File: config.mk
export PLATFORM = sky130hd
export DESIGN_NAME = conv_stream_engine
export DESIGN_NICKNAME = d
export VERILOG_FILES = /design/src/rtl/conv_pkg.sv /design/src/rtl/conv_mac.sv /design/src/rtl/conv_stream_engine.sv
export SDC_FILE = /design/constraint.sdc
export NUM_CORES = 1
export LEC_CHECK = 0
export ABC_AREA = 0
export BUFFER_PORTS_ARGS = -buffer_cell sky130_fd_sc_hd__buf_2
export CAP_MARGIN = 0
export CORE_MARGIN = 2
export CORE_UTILIZATION = 42
export DETAILED_ROUTE_END_ITERATION = 16
export PLACE_DENSITY = 0.63
export SLEW_MARGIN = 25
export SYNTH_ARGS = -nofsm -noshare
export SYNTH_HDL_FRONTEND = slang
export SYNTH_HIERARCHICAL = 1
export SYNTH_SLANG_ARGS = --single-unit
File: constraint.sdc
create_clock -name clk -period 6.6 [get_ports clk]
set_clock_uncertainty 0.1 [all_clocks]
set_input_delay 1.65 -clock clk [delete_from_list [all_inputs] [get_ports clk]]
set_output_delay 1.65 -clock clk [all_outputs]
set_load 0.01 [all_outputs]
File: src/rtl/conv_pkg.sv
// conv_pkg: shared types and sizing helpers for the streaming convolution engine.
//   conv_state_e : engine phase (LOAD, COMPUTE, OUTPUT)
//   acc_width()  : full-precision result width for a given sample width and length
//   num_out()    : number of results of a full linear convolution of two length-n sequences
package conv_pkg;

   typedef enum logic [1:0] {
      LOAD    = 2'd0,
      COMPUTE = 2'd1,
      OUTPUT  = 2'd2
   } conv_state_e;

   function automatic int acc_width(input int data_w, input int n);
      return 2 * data_w + $clog2(n);
   endfunction

   function automatic int num_out(input int n);
      return 2 * n - 1;
   endfunction

endpackage

File: src/rtl/conv_mac.sv
// conv_mac: registered multiply-accumulate used by conv_stream_engine.
//   clk, rst  : clock, synchronous active-high reset (accumulator -> 0)
//   clr       : load zero into the accumulator (wins over en)
//   en        : accumulator update enable
//   add_en    : when enabled, add a*b; otherwise hold the current value
//   a, b      : DATA_W-bit operands
//   acc_sum   : value the accumulator takes on the coming edge
// Build option: CONV_SIGNED_EN makes a and b two's complement and sign-extends
// the product; without it the product is unsigned and zero-extended.
module conv_mac import conv_pkg::*; #(
   parameter int DATA_W = 4,
   parameter int ACC_W  = acc_width(4, 8)
) (
   input  logic              clk,
   input  logic              rst,
   input  logic              clr,
   input  logic              en,
   input  logic              add_en,
   input  logic [DATA_W-1:0] a,
   input  logic [DATA_W-1:0] b,
   output logic [ACC_W-1:0]  acc_sum
);

   logic [2*DATA_W-1:0] prod;
   logic [ACC_W-1:0]    prod_ext;
   logic [ACC_W-1:0]    acc_q;

`ifdef CONV_SIGNED_EN
   assign prod     = $signed(a) * $signed(b);
   assign prod_ext = {{(ACC_W-2*DATA_W){prod[2*DATA_W-1]}}, prod};
`else
   assign prod     = a * b;
   assign prod_ext = {{(ACC_W-2*DATA_W){1'b0}}, prod};
`endif

   always_comb begin
      acc_sum = acc_q;
      if (clr) begin
         acc_sum = '0;
      end else if (en && add_en) begin
         acc_sum = acc_q + prod_ext;
      end
   end

   always_ff @(posedge clk) begin
      if (rst) begin
         acc_q <= '0;
      end else begin
         acc_q <= acc_sum;
      end
   end

endmodule

File: src/rtl/conv_stream_engine.sv
// conv_stream_engine: loads N (x, h) sample pairs over a valid/ready stream, then
// computes the full linear convolution y[k] = sum_i x[i]*h[k-i] with one MAC
// (one product per cycle, N cycles per result) and streams the 2N-1
// full-precision results out with a last flag.
//   clk, rst             : clock, synchronous active-high reset
//   in_valid/in_ready    : load handshake, in_x/in_h carry x[i]/h[i]
//   out_valid/out_ready  : result handshake, out_data = y[k], out_last with y[2N-2]
//   busy                 : high while computing or presenting results
// Build option: CONV_SIGNED_EN selects two's complement samples and signed results.
//
// state   | meaning
// LOAD    | accepting sample pairs into x_buf/h_buf, idx counts beats
// COMPUTE | N MAC cycles for y[k], i walks 0..N-1
// OUTPUT  | y[k] held on out_data until the consumer takes it
module conv_stream_engine import conv_pkg::*; #(
   parameter int DATA_W = 4,
   parameter int N      = 8,
   parameter int ACC_W  = acc_width(DATA_W, N)
) (
   input  logic              clk,
   input  logic              rst,
   input  logic              in_valid,
   output logic              in_ready,
   input  logic [DATA_W-1:0] in_x,
   input  logic [DATA_W-1:0] in_h,
   output logic              out_valid,
   input  logic              out_ready,
   output logic [ACC_W-1:0]  out_data,
   output logic              out_last,
   output logic              busy
);

   localparam int NUM_OUT = num_out(N);
   localparam int I_W     = $clog2(N);
   localparam int K_W     = $clog2(NUM_OUT);
   localparam logic [I_W-1:0] I_LAST = I_W'(N - 1);
   localparam logic [K_W-1:0] K_LAST = K_W'(NUM_OUT - 1);
   localparam logic [K_W-1:0] J_MAX  = K_W'(N - 1);

   conv_state_e       state;
   logic [I_W-1:0]    idx;
   logic [I_W-1:0]    i;
   logic [K_W-1:0]    k;
   logic [DATA_W-1:0] x_buf [N];
   logic [DATA_W-1:0] h_buf [N];

   logic              load_beat;
   logic [K_W:0]      j;
   logic              tap_hit;
   logic [DATA_W-1:0] x_sel;
   logic [DATA_W-1:0] h_sel;
   logic [ACC_W-1:0]  acc_sum;

   assign in_ready  = (state == LOAD) && !rst;
   assign busy      = (state != LOAD);
   assign load_beat = in_valid && in_ready;

   // j = k - i, one bit wider so a negative difference shows up in the top bit.
   assign j       = {1'b0, k} - {{(K_W+1-I_W){1'b0}}, i};
   assign tap_hit = !j[K_W] && (j[K_W-1:0] <= J_MAX);
   assign x_sel   = x_buf[i];
   assign h_sel   = tap_hit ? h_buf[j[I_W-1:0]] : '0;

   // Buffers are never cleared; every run rewrites all N entries before use.
   always_ff @(posedge clk) begin
      if (load_beat) begin
         x_buf[idx] <= in_x;
         h_buf[idx] <= in_h;
      end
   end

   conv_mac #(
      .DATA_W (DATA_W),
      .ACC_W  (ACC_W)
   ) u_mac (
      .clk     (clk),
      .rst     (rst),
      .clr     (state != COMPUTE),
      .en      (state == COMPUTE),
      .add_en  (tap_hit),
      .a       (x_sel),
      .b       (h_sel),
      .acc_sum (acc_sum)
   );

   always_ff @(posedge clk) begin
      if (rst) begin
         state     <= LOAD;
         idx       <= '0;
         i         <= '0;
         k         <= '0;
         out_valid <= 1'b0;
         out_data  <= '0;
         out_last  <= 1'b0;
      end else begin
         case (state)
            LOAD: begin
               if (load_beat) begin
                  if (idx == I_LAST) begin
                     idx   <= '0;
                     i     <= '0;
                     k     <= '0;
                     state <= COMPUTE;
                  end else begin
                     idx <= idx + I_W'(1);
                  end
               end
            end
            COMPUTE: begin
               if (i == I_LAST) begin
                  // acc_sum already includes this cycle's product.
                  out_data  <= acc_sum;
                  out_valid <= 1'b1;
                  out_last  <= (k == K_LAST);
                  state     <= OUTPUT;
               end else begin
                  i <= i + I_W'(1);
               end
            end
            OUTPUT: begin
               if (out_ready) begin
                  out_valid <= 1'b0;
                  i         <= '0;
                  if (k == K_LAST) begin
                     k     <= '0;
                     idx   <= '0;
                     state <= LOAD;
                  end else begin
                     k     <= k + K_W'(1);
                     state <= COMPUTE;
                  end
               end
            end
            default: begin
               state <= LOAD;
            end
         endcase
      end
   end

endmodule

==> impl_metrics.ini, run 1 <==
[power_and_ir_drop]
p_per_area_nw_per_um2 = 231
power.total_mw = 1.34
ir_worst_vdd_v = 0.000230
p_leak_nw = 2.13

[cts]
clock_tree.root_cell = clkbuf_16
hold_buffers = 0
clock_latency_ns = 0.35
numClockSinks = 103
numCtsBuffers = 9
clock_tree_from_tritoncts = done
h-tree-depth = 3
clockBufferDepth = 2
cts.clk_slew.worst_paths_ns = 0.07
post-cts-setup-buffer-count = 0
post_cts_resized = 0

[grt]
maximum_number_of_pins_on_one_net_before_global_route_repair = 38
global_route.peak_usage_layer = met2
grt_overflow_total = 0
initial_antenna_violation_count = 0
grtUsageMet1 = 0.202
global_route_wire_length_before_repair_mm = 16.6
groute.layer.met2.usage = 0.277
gr-usage-all-layers = 0.164
groute.layer.met3.usage = 0.0427
vias_in_the_first_global_route = 3293

[logic_synthesis]
synth_seq_cells = 103
syn_area_um2 = 5210
synthDistinctLibCells = 63
synth-main-ff-cell = edfxtp_1
synth-edff-count = 64
syn_nets = 472
synth_warnings = 6
share_of_flip_flops_with_an_asynchronous_set_or_reset = 0
synth_cells = 423
synth_sequential_area_ratio = 0.519
syn_area_per_cell_um2 = 12.3

[timing]
min_period_over_period = 0.815
period_minus_slack_ns = 5.38
setup_ws_ns = 1.22
rsz0062_at_grt = false
timing_max_transition_violations_final = 0
worst_slew_pin_slew_ns = 0.969
hold_viol_final = 0
setup_viol_count_final = 0
fmax_ghz = 0.186
tns_ns = 0
slew_headroom = 0.351

[die]
initial_core_util = 0.432
die-area_um2 = 13300
die_x_um = 115
die-height_um = 115
fp.coreArea_um2 = 12100
io_pins = 27
std_cell_rows = 40

[route]
drc = 0
detail_route.first_pass.iterations = 4
via_per_inst = 5.27
route.final.wire_length_mm = 9.94
initialDrtViolationCount = 252
vias = 3261
wl_per_cell_um = 16.1
detail-route-antenna-nets = 0

[job]
maxCapViolations = 0

[place]
portBuffers = 26
place_congestion = 0.847
dp_hpwl_mm = 7.07
place_ws_ns = 1.19
place.detailed.instances = 603

[layout]
num-nets-final = 495
areaGrowthSynthToFinish_pct = 11.1
diodes = 0
final-instance-count-excl-fill = 619
fillerInstances = 1083
share_of_cells_above_drive_strength_1 = 0.182
utilization = 0.480

[worst_setup_path]
critical_path_fanout_max = 8
critPathKind = reg2reg
critical_path_arrival_ns = 5.49
crit_path_end_kind = flop
worst_setup_path_start_kind = flop
critical_path_required_ns = 6.71

[status]
run_status = finished clean

[min_path]
min-delay-path-class = reg2reg
-- state kept, by name, indices dropped and copies added, names as in the netlist, 2 cells and up, named ones only --
signal and cells:
out_data 11, k 4, state 2, i 3, idx 3, h_buf 32
x_buf 32, u_mac/acc_q 11
-- kinds of logic (layout without fill, tap and decap cells) --
family	after synthesis	in the layout	share of synthesized area
simple gates	130	130	0.128
flops	103	103	0.519
compound gates	76	76	0.104
buf+inv	42	70	0.0375
fa+ha+maj	37	37	0.103
mux	33	33	0.105
xor+xnor	2	2	0.00336
-- cell type report --
type	instances	area (um^2)	area share
sequential	103	2700	0.467
multi-input combinational	278	2310	0.400
clock buffer	9	225	0.0389
tap	168	210	0.0363
timing repair buffer	28	145	0.0251
inverter	26	97.6	0.0169
clock inverter	7	93.8	0.0162
-- per-stage QoR --
stage,instance area [um^2],hold slack (ns)
final,5790,0.352
after global routing,5790,0.375
after CTS,5790,0.355
after detailed placement,5470,0.345
after global placement,5470,0.342
after floorplan,5210,0.353
-- power breakdown --
group | switching (mW) | internal (mW) | total [mW]
Combinational | 0.0488 | 0.0318 | 0.0806
Sequential | 0.00163 | 0.686 | 0.688
Clock | 0.260 | 0.307 | 0.567
Total | 0.310 | 1.03 | 1.34
-- synth_stat cells, types with 2 or more instances --
library cell  instances  share of area
a2111oi_0             3         0.0050
a211o_1               2         0.0034
a211oi_1              4         0.0058
a211oi_2              3         0.0072
a21o_1                4         0.0058
a21o_2                2         0.0034
a21oi_1              31          0.030
a22o_1                2         0.0034
a22oi_1               2         0.0029
and2_1               17          0.020
buf_6                 3         0.0065
clkbuf_1              9         0.0065
dfxtp_1              39           0.15
edfxtp_1             64           0.37
fa_1                 10          0.038
ha_1                 27          0.065
inv_1                26          0.019
mux2_2                5          0.011
mux2_4                2         0.0058
mux2i_1              10          0.019
mux4_2               16          0.069
nand2_1              42          0.030
nand2b_1              9          0.011
nand3_1               3         0.0029
nand3b_1              2         0.0029
nand4b_1              2         0.0034
nor2_1               21          0.015
nor2b_1               6         0.0072
nor3_1               11          0.011
nor3b_1               3         0.0043
o211a_1               2         0.0038
o21a_1                2         0.0029
o21ai_0               2         0.0019
o21bai_1              2         0.0029
or2_2                 2         0.0024
or3_1                 4         0.0048
or3b_1                2         0.0034
xor2_1                2         0.0034
-- metal layers --
layer / wire length [um] / share of wire / vias to the layer above
met2: 4910 / 0.49 / 61
li1: - / - / 1606
met3: 364 / 0.037 / 17
met1: 4470 / 0.45 / 1577
met5: 0 / 0 / -
met4: 197 / 0.020 / 0
-- worst max-delay path, stage by stage, from the launching register on --
cell and delay, ns:
dfxtp_1 0.35, inv_1 0.09, ha_1 0.16, inv_1 0.05, fa_1 0.74, mux4_2 0.27, mux2i_1 0.07, a21oi_1 0.25
nand2_1 0.12, fa_1 0.52, fa_1 0.52, fa_1 0.54, inv_1 0.04, ha_1 0.35, o21a_2 0.26, a211oi_2 0.24
o22ai_2 0.13, mux2_4 0.31, nand2_1 0.06, a21oi_1 0.06
-- layout by cell type, fill, tap and decap left out, types with 3 or more instances in the layout --
cell type / n
edfxtp_1: 64
nand2_1: 42
dfxtp_1: 39
a21oi_1: 31
ha_1: 27
inv_1: 26
buf_2: 26
nor2_1: 21
and2_1: 17
mux4_2: 16
nor3_1: 11
mux2i_1: 10
fa_1: 10
nand2b_1: 9
clkbuf_16: 9
nor2b_1: 6
mux2_2: 5
a21o_1: 4
or3_1: 4
a211oi_1: 4
nor3b_1: 3
nand3_1: 3
a211oi_2: 3
a2111oi_0: 3
-- final timing paths --
check | start | end | slack, ns | depth (start not counted)
max | k[0] | out_data[10] | 1.22 | 19
min | out_data[2] | out_data[2] | 0.35 | 2
max reg2reg | k[0] | out_data[10] | 1.22 | 19
min reg2reg | out_data[2] | out_data[2] | 0.35 | 2
(Power assumes the default switching activity.)
==> run 2: changes to the inputs <==
--- a/config.mk
+++ b/config.mk
@@ -11,7 +11,7 @@
 export CORE_MARGIN = 2
 export CORE_UTILIZATION = 42
 export DETAILED_ROUTE_END_ITERATION = 16
-export PLACE_DENSITY = 0.63
+export PLACE_DENSITY = 0.65
 export SLEW_MARGIN = 25
 export SYNTH_ARGS = -nofsm -noshare
 export SYNTH_HDL_FRONTEND = slang
==> constraint.sdc (replaced) <==
create_clock -name clk -period 4.6 [get_ports clk]
set_clock_uncertainty 0.1 [all_clocks]
set_input_delay 1.15 -clock clk [delete_from_list [all_inputs] [get_ports clk]]
set_output_delay 1.15 -clock clk [all_outputs]
set_load 0.01 [all_outputs]
==> run 2 against run 1 <==
Compared with the run above: the flow now finishes with violations (setup timing); design area up 9.1%; wire length increased by 4.7%; maximum frequency rose by 11%; first-iteration DRC count is 21% lower; sequential share of layout area down 3.8 points; critical endpoint unchanged; final cell count increased by 7.4%; power up 42%; clock power rose by 33%; via count up 5.0%; non-clock buffer count grew 46; die area stayed put; global-route usage up 0.49 points.
==> impl_metrics.ini, run 2 (synthesized netlist as in run 1, its figures left out) <==
[min_path]
min-delay-path-class = reg2reg

[grt]
grt_overflow_total = 0
global_route.peak_usage_layer = met2
initial_antenna_violation_count = 0
global_route_wire_length_before_repair_mm = 17.3
gr-usage-all-layers = 0.169
vias_in_the_first_global_route = 3489
grtUsageMet1 = 0.221
groute.layer.met2.usage = 0.282
groute.layer.met3.usage = 0.0395
maximum_number_of_pins_on_one_net_before_global_route_repair = 38

[layout]
most_common_cell_after_layout_fill_and_taps_aside = edfxtp_1
final-instance-count-excl-fill = 665
mostFrequentLayoutCells = edfxtp_1, buf_4, nand2_1
utilization = 0.523
areaGrowthSynthToFinish_pct = 21.2
share_of_cells_above_drive_strength_1 = 0.322
reg_top3 = h_buf (32), x_buf (32)
diodes = 0
final_design_area_no_fill_um2 = 6310
num-nets-final = 541

[timing]
hold_viol_final = 0
period_minus_slack_ns = 4.86
min_period_over_period = 1.06
slew_headroom = 0.397
worst_slew_pin_slew_ns = 0.902
tns_ns = -1.65
timing_max_transition_violations_final = 0
rsz0062_at_grt = true
setup_ws_ns = -0.256
hold_ws_ns = 0.355
setup_viol_count_final = 11
fmax_ghz = 0.206

[worst_setup_path]
critical_path_fanout_max = 7
worst_case_register_to_register_setup_slack_ns = -0.26
critPathKind = reg2reg
critical_path_required_ns = 4.73
worst_setup_path_start_kind = flop
critical_path_arrival_ns = 4.98
crit_path_end_kind = flop

[route]
route.final.wire_length_mm = 10.4
wl_per_cell_um = 15.7
initialDrtViolationCount = 200
vias = 3424
detail_route.first_pass.iterations = 4
via_per_inst = 5.15
detail-route-antenna-nets = 0
drc = 0

[power_and_ir_drop]
p_per_area_nw_per_um2 = 300
p_leak_nw = 2.36
ir_worst_vdd_v = 0.000344
power.switching_uw = 454
clock_power_share = 0.397
internal-power_mw = 1.44
power.total_mw = 1.90
sw_share = 0.239
share_comb_of_total_power = 0.083
power_frac_seq = 0.520

[die]
io_pins = 27
initial_core_util = 0.432
std_cell_rows = 40
die_x_um = 115
fp.coreArea_um2 = 12100
die-height_um = 115
die-area_um2 = 13300

[cts]
clock_tree_from_tritoncts = done
numClockSinks = 103
h-tree-depth = 3
clockBufferDepth = 2
clock_tree.root_cell = clkbuf_16
numCtsBuffers = 9
clock_latency_ns = 0.36
hold_buffers = 0
cts.clk_slew.worst_paths_ns = 0.08

[place]
dp_hpwl_mm = 7.39
place_congestion = 0.848
portBuffers = 26
place_area_um2 = 5800
place.detailed.instances = 637
place_ws_ns = -0.301

[status]
run_status = finished, violations left
failed_checks = setup timing

[job]
maxCapViolations = 0
run 2: cell types whose count changed in the layout (fill, tap and decap cells not counted), sizes merged:
cell | before | now
buf | 28 | 74
clkinv | 0 | 3
bufinv | 1 | 0
clkinvlp | 1 | 0
inv | 31 | 30
run 2: repair_timing:
item / 4_1_cts / 5_1_grt
pin swaps: 9 / 4
resized for setup: 8 / 18
setup buffers: 12 / 0
cloned: 0 / 0
endpoints found under the setup margin: 15 / 16
run 2: per-layer routing:
metal | vias up | share of wire
met1 | 1677 | 0.45
met4 | 0 | 0.016
met3 | 12 | 0.032
met2 | 48 | 0.50
met5 | - | 0
li1 | 1687 | -
run 2: critical path, cell delays in order (launching register included):
cell and delay, ns:
dfxtp_2 0.33, inv_2 0.07, ha_4 0.13, inv_2 0.04
fa_1 0.52, buf_6 0.14, mux4_2 0.31, mux2i_2 0.18
a21oi_2 0.07, nand2_2 0.09, fa_1 0.43, fa_1 0.47
fa_1 0.53, inv_2 0.04, ha_4 0.16, a211o_4 0.34
a211oi_2 0.24, o22ai_2 0.13, mux2_4 0.31, nand2_2 0.06
a21oi_2 0.05
run 2: cell type report:
cell class	instances	area, um^2
clock buffers	9	225
well taps	168	210
repair buffers	74	510
flip-flops and latches	103	2710
fillers	997	5750
multi-input cells	278	2490
clock inverters	7	72.6
inverters	26	97.6
run 2: worst paths after layout:
path	from	endpoint	depth (start not counted)
setup / recovery	k[0]	out_data[10]	20
hold / removal	out_last	out_last	2
setup reg to reg	k[0]	out_data[10]	20
hold reg to reg	out_last	out_last	2
run 2: power groups by stage:
stage / clock network [mW] / registers (mW) / logic (mW)
after floorplan: 0 / 1.01 / 0.0945
after global routing: 0.804 / 0.988 / 0.175
final: 0.752 / 0.987 / 0.157
after global placement: 0 / 1.01 / 0.142
after CTS: 0.768 / 0.987 / 0.148
after detailed placement: 0 / 1.01 / 0.144
==> run 3: changes to the inputs <==
--- a/config.mk
+++ b/config.mk
@@ -5,11 +5,12 @@
 export SDC_FILE = /design/constraint.sdc
 export NUM_CORES = 1
 export LEC_CHECK = 0
-export ABC_AREA = 0
+export ABC_AREA = 1
 export BUFFER_PORTS_ARGS = -buffer_cell sky130_fd_sc_hd__buf_2
 export CAP_MARGIN = 0
 export CORE_MARGIN = 2
 export CORE_UTILIZATION = 42
+export CTS_BUF_LIST = sky130_fd_sc_hd__clkbuf_16
 export DETAILED_ROUTE_END_ITERATION = 16
 export PLACE_DENSITY = 0.65
 export SLEW_MARGIN = 25
==> constraint.sdc (replaced) <==
create_clock -name clk -period 4.6 [get_ports clk]
set_clock_uncertainty 0.1 [all_clocks]
set_input_delay 0.23 -clock clk [delete_from_list [all_inputs] [get_ports clk]]
set_output_delay 0.23 -clock clk [all_outputs]
set_load 0.01 [all_outputs]
==> run 3 against run 2 <==
Compared with the run above: sequential cell count unchanged; the flow now finishes without violations; design area decreased by 1.6%; maximum frequency increased by 6.3%; synthesized area increased by 1.9%; highest routed layer unchanged; non-clock buffer count decreased by 20; first-iteration DRC count decreased by 15%; sequential share of layout area increased by 0.71 points; critical endpoint is now out_data[7]; utilization decreased by 2.5 points; final cell count increased by 26%; sequential power about the same.
==> impl_metrics.ini, run 3 <==
[status]
run_status = finished clean

[timing]
worst_slew_pin_slew_ns = 0.963
setup_viol_count_final = 0
timing_max_transition_violations_final = 0
rsz0062_at_grt = true
hold_viol_final = 0
period_minus_slack_ns = 4.57
slew_headroom = 0.356
fmax_ghz = 0.219
hold_ws_ns = 0.0452
tns_ns = 0
min_period_over_period = 0.993

[logic_synthesis]
share_of_flip_flops_with_an_asynchronous_set_or_reset = 0
post_synth_xor_area_fraction = 0.00495
synthDistinctLibCells = 33
synth_seq_cells = 103
synth_warnings = 6
synth_compound_gate_area_share = 0.0641
post_synth_and_or_nand_nor_area_fraction = 0.245
yosys-top-cells-count = nand2_1, nor2_1, inv_1
synth_top_family_by_area = simple AND/OR/NAND/NOR gates
synth.top_cells.by_area = edfxtp_1, dfxtp_1, nand2_1, nor2_1, ha_1
synthDominantCellAreaShare = 0.362
post-synth-top-count-cell = nand2_1
syn_area_per_cell_um2 = 8.69
synth-main-ff-cell = edfxtp_1
post_synth_fa_ha_maj_area_fraction = 0.101
syn_nets = 660
post-synth-top-area-cell = edfxtp_1
syn_area_um2 = 5310
synth.area.mux_share = 0
synth_sequential_area_ratio = 0.509
synth_cells = 611
synth-edff-count = 64

[cts]
clock_tree_from_tritoncts = done
cts.clk_slew.worst_paths_ns = 0.07
numCtsBuffers = 9
clock_tree.root_cell = clkbuf_16
numClockSinks = 103
clockBufferDepth = 2
hold_buffers = 0
clock_latency_ns = 0.34
h-tree-depth = 3

[power_and_ir_drop]
internal-power_mw = 1.53
sw_share = 0.221
ir_worst_vdd_v = 0.000219
share_comb_of_total_power = 0.078
power.switching_uw = 433
clock_power_share = 0.419
p_per_area_nw_per_um2 = 316
power_frac_seq = 0.503
p_leak_nw = 2.79

[place]
place.detailed.instances = 820
dp_hpwl_mm = 8.32
place_congestion = 0.860
portBuffers = 26
place_area_um2 = 5760

[grt]
maximum_number_of_pins_on_one_net_before_global_route_repair = 21
gr-usage-all-layers = 0.179
initial_antenna_violation_count = 0
grt_overflow_total = 0
global_route_wire_length_before_repair_mm = 18.6
vias_in_the_first_global_route = 3939

[route]
drc = 0
vias = 4077
wl_per_cell_um = 13.7
initialDrtViolationCount = 170
via_per_inst = 4.87
detail_route.first_pass.iterations = 4
detail-route-antenna-nets = 0
route.final.wire_length_mm = 11.5

[layout]
most_common_cell_after_layout_fill_and_taps_aside = nand2_1
share_of_cells_above_drive_strength_1 = 0.182
multi_input_comb_area_um2 = 2310
num-nets-final = 710
final-instance-count-excl-fill = 838
area.sequential_um2 = 2710
reg_top3 = h_buf (32), x_buf (32)
areaGrowthSynthToFinish_pct = 17.0
mostFrequentLayoutCells = nand2_1, nor2_1, inv_1
fillerInstances = 1159
final_design_area_no_fill_um2 = 6210
diodes = 0

[job]
maxCapViolations = 0

[min_path]
min_delay_path_depth = 1
beginning_of_the_worst_hold_path = in_h[0]
min-delay-path-class = in2reg
endpoint_of_the_worst_hold_path = h_buf[5][0]

[worst_setup_path]
critical_path_arrival_ns = 4.70
worst_setup_path_start_kind = flop
critical_path_fanout_max = 5
rr_startpoint = k[0]
critPathKind = reg2reg
critical_path_required_ns = 4.73
r2r.worst_path.cells = 25
worst_case_register_to_register_setup_slack_ns = 0.03
worstReg2RegEnd = out_data[7]
crit_path_end_kind = flop

[die]
io_pins = 27
die_x_um = 116
die-area_um2 = 13600
die-height_um = 116
std_cell_rows = 41
fp.coreArea_um2 = 12500
initial_core_util = 0.426
[run 3: cell count changes in the layout (fill, tap and decap cells not counted), sizes merged, moves of 20 or more]
cell   previous run  this run
nand3             3        51
buf              74        54
nand2            42       150
inv              30        83
nor2             21        96
o21ai             2        33
[run 3: logic make-up (layout without fill, tap and decap cells)]
group	count (synthesis)	after routing
AOI/OAI and AO/OA	63	63
xor gates and xnor gates	3	3
adders and majority gates	37	37
buffers and inverters	96	151
DFF	103	103
and+or+nand+nor	309	309
[run 3: worst max path at each step]
stage / startpoint / end / slack (ns)
4_1_cts: k[0] / out_data[7] / 0.01
6_report: k[0] / out_data[7] / 0.03
5_1_grt: k[0] / out_data[10] / -0.17
3_3_place_gp: k[0] / out_data[7] / -0.09
3_5_place_dp: k[0] / out_data[6] / -0.22
2_1_floorplan: k[0] / out_data[10] / 0.0009
[run 3: through the flow]
stage / utilization / power, mW / worst slack [ns]
floorplan: - / 1.10 / 0.000919
detailed placement: 0.462 / 1.14 / -0.223
finish: 0.498 / 1.96 / 0.0325
CTS: 0.496 / 1.97 / 0.0111
global route: 0.498 / 2.03 / -0.169
global placement: 0.462 / 1.14 / -0.0861
[run 3: metal layers]
| layer | track usage | share of wire | vias up |
|---|---|---|---|
| met4 | 0.0683 | 0.018 | 0 |
| met3 | 0.0254 | 0.026 | 13 |
| li1 | - | - | 2077 |
| met5 | 0 | 0 | - |
| met2 | 0.312 | 0.51 | 60 |
| met1 | 0.226 | 0.44 | 1927 |
[run 3: power by group through the flow]
stage          clock [mW]  combinational [mW]  sequential (mW)
2_1_floorplan           0              0.0876             1.01
3_3_place_gp            0               0.130             1.01
3_5_place_dp            0               0.134             1.01
4_1_cts             0.836               0.149            0.988
5_1_grt             0.870               0.171            0.989
6_report            0.823               0.153            0.988
[run 3: cell type report]
cell class | count | area share
Inverter | 81 | 0.0494
Clock inverter | 7 | 0.0161
Tap cell | 172 | 0.0346
Multi-Input combinational cell | 412 | 0.373
Clock buffer | 9 | 0.0363
Timing Repair Buffer | 54 | 0.0554
Sequential cell | 103 | 0.436
[run 3: worst max-delay path, stage by stage (launching register included)]
cell,delay [ns]
dfxtp_2,0.33
inv_2,0.04
ha_2,0.16
inv_2,0.08
fa_2,0.49
buf_4,0.18
nand3_1,0.08
nand2_1,0.05
nand2_1,0.05
nand2_1,0.06
nor2_2,0.13
nand2_1,0.09
fa_1,0.58
fa_1,0.44
fa_1,0.49
inv_1,0.06
ha_4,0.29
nand3_1,0.10
nand2_2,0.11
nand3_2,0.09
nand3_2,0.07
nand3_1,0.07
nand2_1,0.11
inv_1,0.05
nor2_1,0.10
nor2_1,0.06
[run 3: timing repair]
| action | in CTS | in global routing |
|---|---|---|
| resized for setup | 19 | 10 |
| hold endpoints to repair | 0 | 0 |
| gates cloned | 0 | 0 |
| buffers inserted | 2 | 0 |
| pin swaps | 12 | 6 |
| setup endpoints to repair | 15 | 13 |
